--- src/rtl/dense_pkg.sv ---
// ============================================================================
// dense_pkg : shared types and helpers for the dense-layer MAC sequencer
// Revision  : 1.0
// ============================================================================
`default_nettype none

package dense_pkg;

  typedef enum logic [1:0] {
    S_IDLE  = 2'd0,
    S_FETCH = 2'd1,
    S_DRAIN = 2'd2,
    S_EMIT  = 2'd3
  } state_e;

  localparam int ACC_W_DEF = 32;

  // Address width for a memory of n words; never narrower than one bit.
  function automatic int addr_w(input int n);
    return (n > 1) ? $clog2(n) : 1;
  endfunction

endpackage

`default_nettype wire

--- src/rtl/dense_align.sv ---
// ============================================================================
// dense_align : RD_LAT-deep delay line turning fetch flags into MAC strobes
// Revision    : 1.0
// ============================================================================
`default_nettype none

module dense_align #(
  parameter int RD_LAT = 1
) (
  input  logic clk,
  input  logic rst,
  input  logic fetch_i,
  input  logic first_i,
  output logic mac_en_o,
  output logic mac_clr_o
);

  logic [RD_LAT-1:0] en_q;
  logic [RD_LAT-1:0] first_q;

  always_ff @(posedge clk) begin
    if (rst) begin
      en_q    <= '0;
      first_q <= '0;
    end else begin
      en_q[0]    <= fetch_i;
      first_q[0] <= fetch_i & first_i;
      for (int i = 1; i < RD_LAT; i++) begin
        en_q[i]    <= en_q[i-1];
        first_q[i] <= first_q[i-1];
      end
    end
  end

  assign mac_en_o  = en_q[RD_LAT-1];
  assign mac_clr_o = en_q[RD_LAT-1] & first_q[RD_LAT-1];

endmodule

`default_nettype wire

--- src/rtl/dense_seq.sv ---
// ============================================================================
// dense_seq : walks every neuron of a dense layer, drives reads and MAC
//             strobes, and hands each 32-bit result out on valid/ready
// Revision  : 1.0
// ============================================================================
`default_nettype none

module dense_seq
  import dense_pkg::*;
#(
  parameter int N_IN    = 16,
  parameter int N_OUT   = 4,
  parameter int ACC_W   = ACC_W_DEF,
  parameter int RD_LAT  = 1,
  parameter int MAC_LAT = 1,
  localparam int DAW    = addr_w(N_IN),
  localparam int WAW    = addr_w(N_IN * N_OUT),
  localparam int NW     = addr_w(N_OUT)
) (
  input  logic             clk,
  input  logic             rst,
  input  logic             start_i,
  output logic             busy_o,
  output logic             done_o,
  output logic [DAW-1:0]   data_addr_o,
  output logic [WAW-1:0]   weight_addr_o,
  output logic             mac_en_o,
  output logic             mac_clr_o,
  input  logic [ACC_W-1:0] acc_in_i,
  output logic             out_valid_o,
  input  logic             out_ready_i,
  output logic [ACC_W-1:0] out_data_o,
  output logic [NW-1:0]    out_idx_o
);

  localparam int D_LAT = RD_LAT + MAC_LAT;
  localparam int DW    = addr_w(D_LAT);

  localparam logic [DAW-1:0] K_LAST = DAW'(N_IN - 1);
  localparam logic [NW-1:0]  N_LAST = NW'(N_OUT - 1);
  localparam logic [DW-1:0]  D_LAST = DW'(D_LAT - 1);

  state_e             state_q, state_d;
  logic [DAW-1:0]     k_q, k_d;
  logic [NW-1:0]      n_q, n_d;
  logic [WAW-1:0]     wa_q, wa_d;
  logic [DW-1:0]      dcnt_q, dcnt_d;
  logic [ACC_W-1:0]   odata_q, odata_d;
  logic [NW-1:0]      oidx_q, oidx_d;
  logic               done_q, done_d;
  logic               fetch_w;

  always_ff @(posedge clk) begin
    if (rst) begin
      state_q <= S_IDLE;
      k_q     <= '0;
      n_q     <= '0;
      wa_q    <= '0;
      dcnt_q  <= '0;
      odata_q <= '0;
      oidx_q  <= '0;
      done_q  <= 1'b0;
    end else begin
      state_q <= state_d;
      k_q     <= k_d;
      n_q     <= n_d;
      wa_q    <= wa_d;
      dcnt_q  <= dcnt_d;
      odata_q <= odata_d;
      oidx_q  <= oidx_d;
      done_q  <= done_d;
    end
  end

  // The weight address advances by one per term and carries straight across
  // neurons, so n*N_IN+k is tracked without a multiplier.
  always_comb begin
    state_d = state_q;
    k_d     = k_q;
    n_d     = n_q;
    wa_d    = wa_q;
    dcnt_d  = dcnt_q;
    odata_d = odata_q;
    oidx_d  = oidx_q;
    done_d  = 1'b0;
    unique case (state_q)
      S_IDLE: begin
        if (start_i) begin
          state_d = S_FETCH;
          k_d     = '0;
          n_d     = '0;
          wa_d    = '0;
        end
      end
      S_FETCH: begin
        if (k_q == K_LAST) begin
          state_d = S_DRAIN;
          dcnt_d  = '0;
        end else begin
          k_d  = k_q + 1'b1;
          wa_d = wa_q + 1'b1;
        end
      end
      S_DRAIN: begin
        if (dcnt_q == D_LAST) begin
          state_d = S_EMIT;
          odata_d = acc_in_i;
          oidx_d  = n_q;
        end else begin
          dcnt_d = dcnt_q + 1'b1;
        end
      end
      S_EMIT: begin
        if (out_ready_i) begin
          if (n_q == N_LAST) begin
            state_d = S_IDLE;
            done_d  = 1'b1;
          end else begin
            state_d = S_FETCH;
            n_d     = n_q + 1'b1;
            k_d     = '0;
            wa_d    = wa_q + 1'b1;
          end
        end
      end
      default: state_d = S_IDLE;
    endcase
  end

  assign fetch_w = (state_q == S_FETCH);

  dense_align #(
    .RD_LAT (RD_LAT)
  ) u_align (
    .clk       (clk),
    .rst       (rst),
    .fetch_i   (fetch_w),
    .first_i   (k_q == '0),
    .mac_en_o  (mac_en_o),
    .mac_clr_o (mac_clr_o)
  );

  assign busy_o        = (state_q != S_IDLE);
  assign done_o        = done_q;
  assign out_valid_o   = (state_q == S_EMIT);
  assign out_data_o    = odata_q;
  assign out_idx_o     = oidx_q;
  assign data_addr_o   = k_q;
  assign weight_addr_o = wa_q;

endmodule

`default_nettype wire

--- config.mk ---
export PLATFORM = sky130hd
export DESIGN_NAME = dense_seq
export DESIGN_NICKNAME = d
export VERILOG_FILES = /design/src/rtl/dense_pkg.sv /design/src/rtl/dense_align.sv /design/src/rtl/dense_seq.sv
export SDC_FILE = /design/constraint.sdc
export NUM_CORES = 1
export LEC_CHECK = 0
export ABC_CLOCK_PERIOD_IN_PS = 1600
export CAP_MARGIN = 20
export CORE_AREA = 2 2 79 81
export DETAILED_ROUTE_END_ITERATION = 10
export DIE_AREA = 0 0 81 83
export PLACE_DENSITY = 0.75
export SKIP_LAST_GASP = 1
export SYNTH_ARGS = -nofsm -noshare
export SYNTH_HDL_FRONTEND = slang
export SYNTH_SLANG_ARGS = --single-unit
--- constraint.sdc ---
create_clock -name clk -period 1.6 [get_ports clk]
set_input_delay 0.24 -clock clk [delete_from_list [all_inputs] [get_ports clk]]
set_output_delay 0.24 -clock clk [all_outputs]
set_load 0.005 [all_outputs]
; ---- Word level (Yosys, flattened, before mapping)
; Index checks and enable logic that the tools add are counted.
[word_totals]
register_bits = 52
latchBits = 0
ram_bits = 0
rom_bits = 0
output_inout_bits = 49
word_cells = 65
n_memories = 0
[classes]
addsub = 4
mul = 0
n_div = 0
n_lt_le_gt_ge = 0
n_eq_ne = 11
n_shift = 0
mux = 24
bitwise_logic = 4
reduce_logical = 12
[op_table]
columns = cell, count
row1 = $mux W6, 4
row2 = $pmux W6 S3, 1
row3 = $mux W4, 4
row4 = $mux W2, 7
row5 = $pmux W4 S3, 1
row6 = $ne A2 B2 Y1 const B, 5
row7 = $pmux W2 S4, 1
row8 = $reduce_and A4 Y1, 2
row9 = $add A6 B1 Y6 const B, 1
row10 = $eq A2 B2 Y1 const B, 3
row11 = $reduce_bool A2 Y1, 3
row12 = $reduce_and A5 Y1, 1
row13 = $add A4 B1 Y4 const B, 1
row14 = $eq A4 B4 Y1 const B, 1
row15 = $logic_not A4 Y1, 1
row16 = $mux W1, 4
row17 = $pmux W2 S2, 1
row18 = $reduce_and A2 Y1, 2
row19 = $reduce_bool A3 Y1, 1
row20 = $reduce_or A3 Y1, 1
row21 = $add A2 B1 Y2 const B, 1
row22 = $and A1 B1 Y1, 2
row23 = $eq A2 B1 Y1 const B, 1
row24 = $logic_not A2 Y1, 1
row25 = other kinds (4), 5

; ---- Depth between registers and ports, before layout
; Gate-level depths: netlist (run 1).
[logic_depth]
depth_word = 4
mapped_depth = 8
depth_no_buf = 6

; ---- Hierarchy
; A second synthesis (run 1) with hierarchy kept.
[unflattened]
hier_cells = 263
hier_area_um2 = 2144.6
[modules_own_cells]
columns = module, instances, cells_each, area_per_inst_um2
row1 = dense_seq, 1, 258, 2083.2
row2 = dense_align, 1, 5, 61.3

; ---- Worst setup path after synthesis (run 1)
; OpenSTA, ideal clock, no wires.
[synth_timing]
path_type = register -> register
from = reg state_q[0]
to = reg wa_q[3], in the netlist weight_addr_o[3]
arrival_time_ns = 1.660
required_ns = 1.530
slack_ns = -0.131
stages_incl_launch_ff = 7
n_path_buf = 0
path_cell_list = dfxtp_1 > inv_1 > ha_1 > or2b_1 > o2111ai_4 > or4_1 > a21oi_1
[synth_between]
elab_chain_cells = 3
[synth_rtl]
columns = item, line
row1 = start: declaration, dense_seq.sv:43  ; state_e state_q, state_d;
row2 = start signal: assignment, dense_seq.sv:64  ; state_q <= state_d;
row3 = $eq A2 B1 Y1 (tied with other cells), dense_seq.sv:86  ; unique case (state_q)
row4 = $ne A2 B2 Y1 (no line) (tied with other cells), --
row5 = $reduce_and A5 Y1 (no line), --
row6 = end signal: assignment, dense_seq.sv:67  ; wa_q <= wa_d;
row7 = end: declaration, dense_seq.sv:46  ; logic [WAW-1:0] wa_q, wa_d;
; Parallel ways exist; a longest one is shown, timed or not.
; A chain may end at the register's enable or synchronous reset.

; ---- Worst setup path in the final report (run 1)
[layout_timing]
from = reg state_q[1]
to = reg wa_q[2], in the netlist weight_addr_o[2]
; The elaborated chain is that of the path after synthesis.

==> results by group, run 1 <==
Setup path
  – Worst Path Required: 1840 ps
  – Arr. time, crit path: 1870 ps
  – Crit-path max FO: 5
  – Crit path kind: reg2reg
  – CP bufs+invs: 2
  – Startpoint types: register
  – Crit path largest cell delay: 490 ps
  – Cell Chain, Critical Path: buf_4 > ha_2 > inv_4 > o2111ai_4 > or4b_1 > a21oi_1
  – CP Capture Type: register
  – Crit-path leading delay family: simple AND/OR/NAND/NOR gates
  – Worst path slowest cell: or4b_1

Hold path
  – Hold crit path type: in2reg

Cells and area
  – Ant diodes: 0
  – Final-stage net count: approximately 430
  – Synth-to-Final Area Change: 62.8%
  – Most frequent cells in the layout: clkdlybuf4s50_1, nand2_1, dfxtp_1
  – Util after Layout: 0.620
  – Area of the multi-input gates: 1160 sq um
  – Most common cell after layout, fill and taps aside: clkdlybuf4s50_1
  – Storage cell area: 1050 sq um
  – Share of cells above drive strength 1: 0.201
  – FILL cells: 532

Logic synthesis
  – Synthesized area: approximately 2200 sq um
  – Synthesized flop and latch total: 52
  – Synth top area share: 0.470
  – Avg Synthesized Cell Area: just over 8 sq um
  – Post-synth top area cell: dfxtp_1
  – Mapped Cells: 267
  – Synth area leaders: dfxtp_1, nand2_1, a21oi_1
  – Count of cell types in the netlist: 40
  – Synth Net Count: around 310
  – Seq/Total Area, Yosys: 0.470
  – Ys Warns: 0

Run status
  – Status: finished with violations
  – Failing checks: negative setup slack

Flow run
  – Count of max-cap constraint violations: 0

CTS
  – Hold_buf cts: 0
  – Clock sink count: 52
  – Num CTS Buffers: 5
  – CTS Root Buffer Type: clkbuf_8
  – Clk_lat worst skew: between 300 and 400 ps
  – Clock transition at path regs: 90 ps
  – CTS tree: yes
  – CTS H-tree lvls: 2
  – Clock tree buffer depth: 2

Placement
  – Port Buf Inserts: 84
  – Routability Congestion: 0.764
  – Pre-CTS setup slack: -271 ps
  – Post-DP HPWL: 3910 um

Floorplanning
  – Rows: 28
  – Ports: 85
  – Chip Height: 83 um
  – Core area: 5820 sq um
  – Initial Util: 0.381
  – Die area: 6720 sq um
  – Die Width: 81 um

Timing
  – Hold slack final: 358 ps
  – Count of final hold-check violations: 0
  – Max-slew headroom: 0.708
  – RSZ-0062 raised after global routing: yes
  – Worst Tran Pin Value: 438 ps
  – Final Max Slew Viols: 0
  – Tmin final: 1630 ps
  – Final-report setup violation count: 4
  – Setup Skew: 10.3 ps
  – Final worst slack: -34.1 ps
  – Maximum clock rate: 612 MHz
  – Final worst path period share: 1.02

Global route
  – First-pass GRT wire length: 9420 um
  – Vias in the first global route: 2,085
  – Initial antenna violation count: 0
  – GRT Resource Usage Total: 0.175
  – Largest net degree at the start of global routing: 26
  – Remaining Overflow, GRT: 0

Routing
  – DR WL/cell: between 10 and 15 um
  – Routed vias: 2,194
  – Number of DRC markers in iteration 0: 76
  – Routed Antenna Nets: 0
  – Iteration count of the initial detailed-routing pass: 4
  – Residual DRC: 0
  – Post-Route WL: roughly 5800 um
  – Via density: 4.79

Power
  – Cell Pwr Density: 1060 nW/um^2
  – Final total power: 3.82 mW
  – Peak supply drop: 0.000465 V
  – Lkg Pwr: about 1.3 nW
flip-flops by register name (all words and copies together) (netlist names):
name and flops:
done_o 1, weight_addr_o 6, u_align.mac_en_o 1, n_q 2, data_addr_o 4, out_idx_o 2
out_data_o 32, u_align.first_q 1, dcnt_q 1, state_q 2
logic make-up after synthesis:
group           Yosys count  share of synthesized area
compound gates           58                      0.159
fa+ha+maj                 9                     0.0509
buf+inv                  24                     0.0486
mux                       3                     0.0141
flops                    52                      0.470
simple gates            121                      0.257
area by class of cell:
cell class	instances	share of cell area
inverters	8	0.0104
repair buffers	124	0.324
multi-input cells	192	0.323
flip-flops and latches	52	0.292
clock buffers	6	0.0229
clock inverters	1	0.00243
well taps	75	0.0260
stage by stage:
step / setup TNS, ps / std cells / cell area [sq um]
2_1_floorplan: 0 / 267 / 2230
3_3_place_gp: -1670 / 439 / 3310
3_5_place_dp: -2080 / 439 / 3310
4_1_cts: -229 / 453 / 3520
5_1_grt: -698 / 458 / 3600
6_report: -92.0 / 458 / 3600
layer usage:
layer,part of all wire,vias up,global-route usage
li1,-,1121,-
met1,0.43,995,0.216
met2,0.48,67,0.288
met3,0.074,11,0.0565
met4,0.016,0,0.0555
met5,0,-,0
cell usage after synthesis:
| library cell | number |
|---|---|
| a2111oi_4 | 1 |
| a211oi_1 | 2 |
| a211oi_2 | 1 |
| a21boi_0 | 1 |
| a21oi_1 | 46 |
| and2_0 | 1 |
| and2_1 | 4 |
| and2b_1 | 1 |
| and3_1 | 3 |
| and4b_1 | 1 |
| buf_1 | 2 |
| buf_2 | 2 |
| buf_6 | 2 |
| clkbuf_1 | 10 |
| dfxtp_1 | 52 |
| ha_1 | 9 |
| inv_1 | 7 |
| inv_2 | 1 |
| mux2_2 | 1 |
| mux2i_1 | 2 |
| nand2_1 | 77 |
| nand2b_1 | 2 |
| nand3_1 | 4 |
| nand3_2 | 1 |
| nand4_1 | 3 |
| nand4_2 | 1 |
| nor2_1 | 8 |
| nor2b_1 | 3 |
| nor2b_2 | 1 |
| nor3_1 | 2 |
| nor4_2 | 1 |
| o2111ai_4 | 1 |
| o21ai_0 | 5 |
| o32ai_1 | 1 |
| or2_0 | 1 |
| or2_2 | 1 |
| or2b_1 | 1 |
| or3_1 | 2 |
| or4_1 | 2 |
| or4b_1 | 1 |
worst paths after layout:
path | slack (ps) | from | endpoint | depth (start not counted)
min | 360 | rst | weight_addr_o[0] | 2
max | -30 | state_q[1] | weight_addr_o[2] | 6
min reg2reg | 460 | out_data_o[20] | out_data_o[20] | 2
max reg2reg | -30 | state_q[1] | weight_addr_o[2] | 6
what timing repair did:
item / in CTS / in global routing
endpoints found under the setup margin: 15 / 21
buffers inserted: 6 / 5
pin swaps: 6 / 7
endpoints found under the hold margin: 0 / 0
cloned: 1 / 0
resized for setup: 18 / 13
power by group:
group | switching [mW] | leakage (nW) | internal (mW)
Combinational | 0.667 | 0.873 | 0.914
Clock | 0.424 | 0.0473 | 0.346
Sequential | 0.0854 | 0.422 | 1.38
Total | 1.18 | 1.34 | 2.64
No activity file was read; power rests on OpenSTA's default activity.
==> run 2: changes to the inputs <==
--- a/config.mk
+++ b/config.mk
@@ -7,11 +7,12 @@
 export LEC_CHECK = 0
 export ABC_CLOCK_PERIOD_IN_PS = 1600
 export CAP_MARGIN = 20
-export CORE_AREA = 2 2 79 81
+export CORE_AREA = 2 2 78 80
 export DETAILED_ROUTE_END_ITERATION = 10
-export DIE_AREA = 0 0 81 83
-export PLACE_DENSITY = 0.75
+export DIE_AREA = 0 0 80 82
+export PLACE_DENSITY = 0.76
 export SKIP_LAST_GASP = 1
 export SYNTH_ARGS = -nofsm -noshare
 export SYNTH_HDL_FRONTEND = slang
+export SYNTH_HIERARCHICAL = 1
 export SYNTH_SLANG_ARGS = --single-unit
==> run 2 against run 1 <==
Net effect: the flow still finishes with violations (negative setup slack); flip-flop and latch count is the same; sequential power is essentially flat; non-clock buffer count grew 5; worst hold slack lost 37 ps; routed wire length grew 14%; design area grew 2.7%; critical endpoint is now weight_addr_o[4]; highest routed layer unchanged.
==> results by group, run 2 <==
Run status
  – Status: finished with violations
  – Failing checks: negative setup slack

Global route
  – GRT Resource Usage Total: 0.184
  – Initial antenna violation count: 0
  – Vias in the first global route: 2,082
  – Remaining Overflow, GRT: 0
  – First-pass GRT wire length: roughly 9600 um
  – Largest net degree at the start of global routing: 35

Timing
  – Max-slew headroom: 0.751
  – Count of final hold-check violations: 0
  – Final setup TNS: -1770 ps
  – Final-report setup violation count: 12
  – Tmin final: 1930 ps
  – Final worst path period share: 1.20
  – Maximum clock rate: a little over 500 MHz
  – Final Max Slew Viols: 0
  – Final worst slack: -328 ps
  – Worst Tran Pin Value: approximately 370 ps
  – Setup Skew: between 10 and 15 ps
  – RSZ-0062 raised after global routing: yes

Setup path
  – CP bufs+invs: 2
  – Arr. time, crit path: 2160 ps
  – Worst Setup SP: state_q[0]
  – CP Capture Type: register
  – Cell Chain, Critical Path: inv_4 > buf_6 > ha_4 > a2111o_1 > or4_1 > a21oi_1
  – Crit-path leading delay family: compound AO/OA/AOI/OAI gates
  – Crit-path max FO: 4
  – Worst Path Required: 1840 ps
  – Crit path kind: reg2reg
  – Startpoint types: register
  – Reg2Reg Launch Point: state_q[0]
  – Worst path slowest cell: or4_1
  – Crit path largest cell delay: 530 ps

Hold path
  – Hold_sp: rst
  – Hold crit path type: in2reg

Logic synthesis
  – Mapped Cells: 263
  – Synthesized area: 2140 sq um
  – Count of cell types in the netlist: 34
  – Synth Flop Type: dfxtp_1
  – Ys Warns: 6
  – Seq/Total Area, Yosys: 0.485
  – Synthesized flop and latch total: 52
  – Avg Synthesized Cell Area: ~8.2 sq um
  – EDFF count, synth: 0
  – Post-synth top area cell: dfxtp_1
  – Synth top area share: 0.485
  – Asr flop ratio synth: 0
  – Most instantiated library cell after synthesis: nand2_1
  – Synth Net Count: 308
  – Synth area leaders: dfxtp_1, nand2_1, a21oi_1
  – Synth cell count leaders: nand2_1, dfxtp_1, a21oi_1, clkbuf_1, ha_1

Cells and area
  – Ant diodes: 0
  – Util after Layout: 0.644
  – Largest register FFs: 32
  – Synth-to-Final Area Change: 72.6%
  – Share of cells above drive strength 1: 0.223
  – FILL cells: 495
  – Final-stage net count: 430
  – Most frequent cells in the layout: clkdlybuf4s50_1, nand2_1, dfxtp_1
  – Most common cell after layout, fill and taps aside: clkdlybuf4s50_1

Routing
  – Routed vias: 2,288
  – Iteration count of the initial detailed-routing pass: 6
  – Routed Antenna Nets: 0
  – Number of DRC markers in iteration 0: 142
  – Post-Route WL: 6570 um
  – DR WL/cell: 14.3 um
  – Residual DRC: 0
  – Via density: 4.96

Floorplanning
  – Die Width: 80 um
  – Initial Util: 0.373
  – Ports: 85
  – Rows: 28
  – Die area: 6560 sq um
  – Core area: 5750 sq um
  – Chip Height: 82 um

Flow run
  – Count of max-cap constraint violations: 0

CTS
  – Clock sink count: 52
  – Clk_lat worst skew: 310 ps
  – Num CTS Buffers: 5
  – Clock transition at path regs: 100 ps
  – CTS tree: yes
  – Hold_buf cts: 0
  – CTS H-tree lvls: 2
  – Clock tree buffer depth: 2
  – CTS Root Buffer Type: clkbuf_8

Power
  – Cell Pwr Density: 1120 nW/um^2
  – Lkg Pwr: 1.37 nW
  – Final total power: 4.15 mW
  – Peak supply drop: 0.000572 V

Placement
  – Port Buf Inserts: 84
  – Routability Congestion: 0.761
  – Pre-CTS setup slack: -515 ps
  – Post-DP HPWL: just over 4000 um
run 2: metrics by stage:
step / hold slack [ps] / area (sq um) / cells
final: 321 / 3700 / 461
after global routing: 339 / 3700 / 461
after CTS: 321 / 3580 / 457
after detailed placement: 450 / 3310 / 440
after global placement: 441 / 3310 / 440
after floorplan: 312 / 2180 / 263
run 2: final timing paths:
path,endpoint,slack (ps),cells past startpoint
max,weight_addr_o[4],-330,6
min,out_data_o[31],320,2
max reg2reg,weight_addr_o[4],-330,6
min reg2reg,out_data_o[28],460,2
run 2: area by class of cell:
class,count,area (sq um),share of cell area
Sequential cell,52,1050,0.284
Clock buffer,6,72.6,0.0196
Clock inverter,2,38.8,0.0105
Timing Repair Buffer,129,1250,0.338
Inverter,6,25.0,0.00676
Tap cell,75,93.8,0.0254
Multi-Input combinational cell,191,1170,0.316
run 2: logic make-up after synthesis:
logic type,Yosys count,synth area share
and+or+nand+nor,120,0.256
AOI/OAI and AO/OA,58,0.151
DFF,52,0.485
buffers and inverters,21,0.0408
adders and majority gates,9,0.0525
muxes,3,0.0140
run 2: per-layer routing:
metal,vias to the layer above,wire length [um],track usage
met2,71,3390,0.330
met5,-,0,0
met1,1077,2740,0.221
li1,1131,-,-
met4,0,103,0.0492
met3,9,343,0.0451
run 2: report_power, final:
part | leakage [nW] | switching [mW] | internal, mW | total [mW]
sequential | 0.422 | 0.0701 | 1.38 | 1.45
combinational | 0.897 | 0.775 | 0.995 | 1.77
clock | 0.0558 | 0.452 | 0.473 | 0.925
total | 1.37 | 1.30 | 2.85 | 4.15
run 2: timing repair:
item | in CTS | in global routing
hold endpoints to repair | 0 | 0
setup endpoints to repair | 15 | 37
resized for setup | 22 | 24
gates cloned | 1 | 1
setup buffers | 8 | 5
pin swaps | 13 | 12
run 2: worst reg2reg max path, cell delays in order (launching register included):
cell and delay [ps]:
dfxtp_4 390, inv_4 40, buf_6 110, ha_4 170, a2111o_1 460, or4_1 540, a21oi_1 160
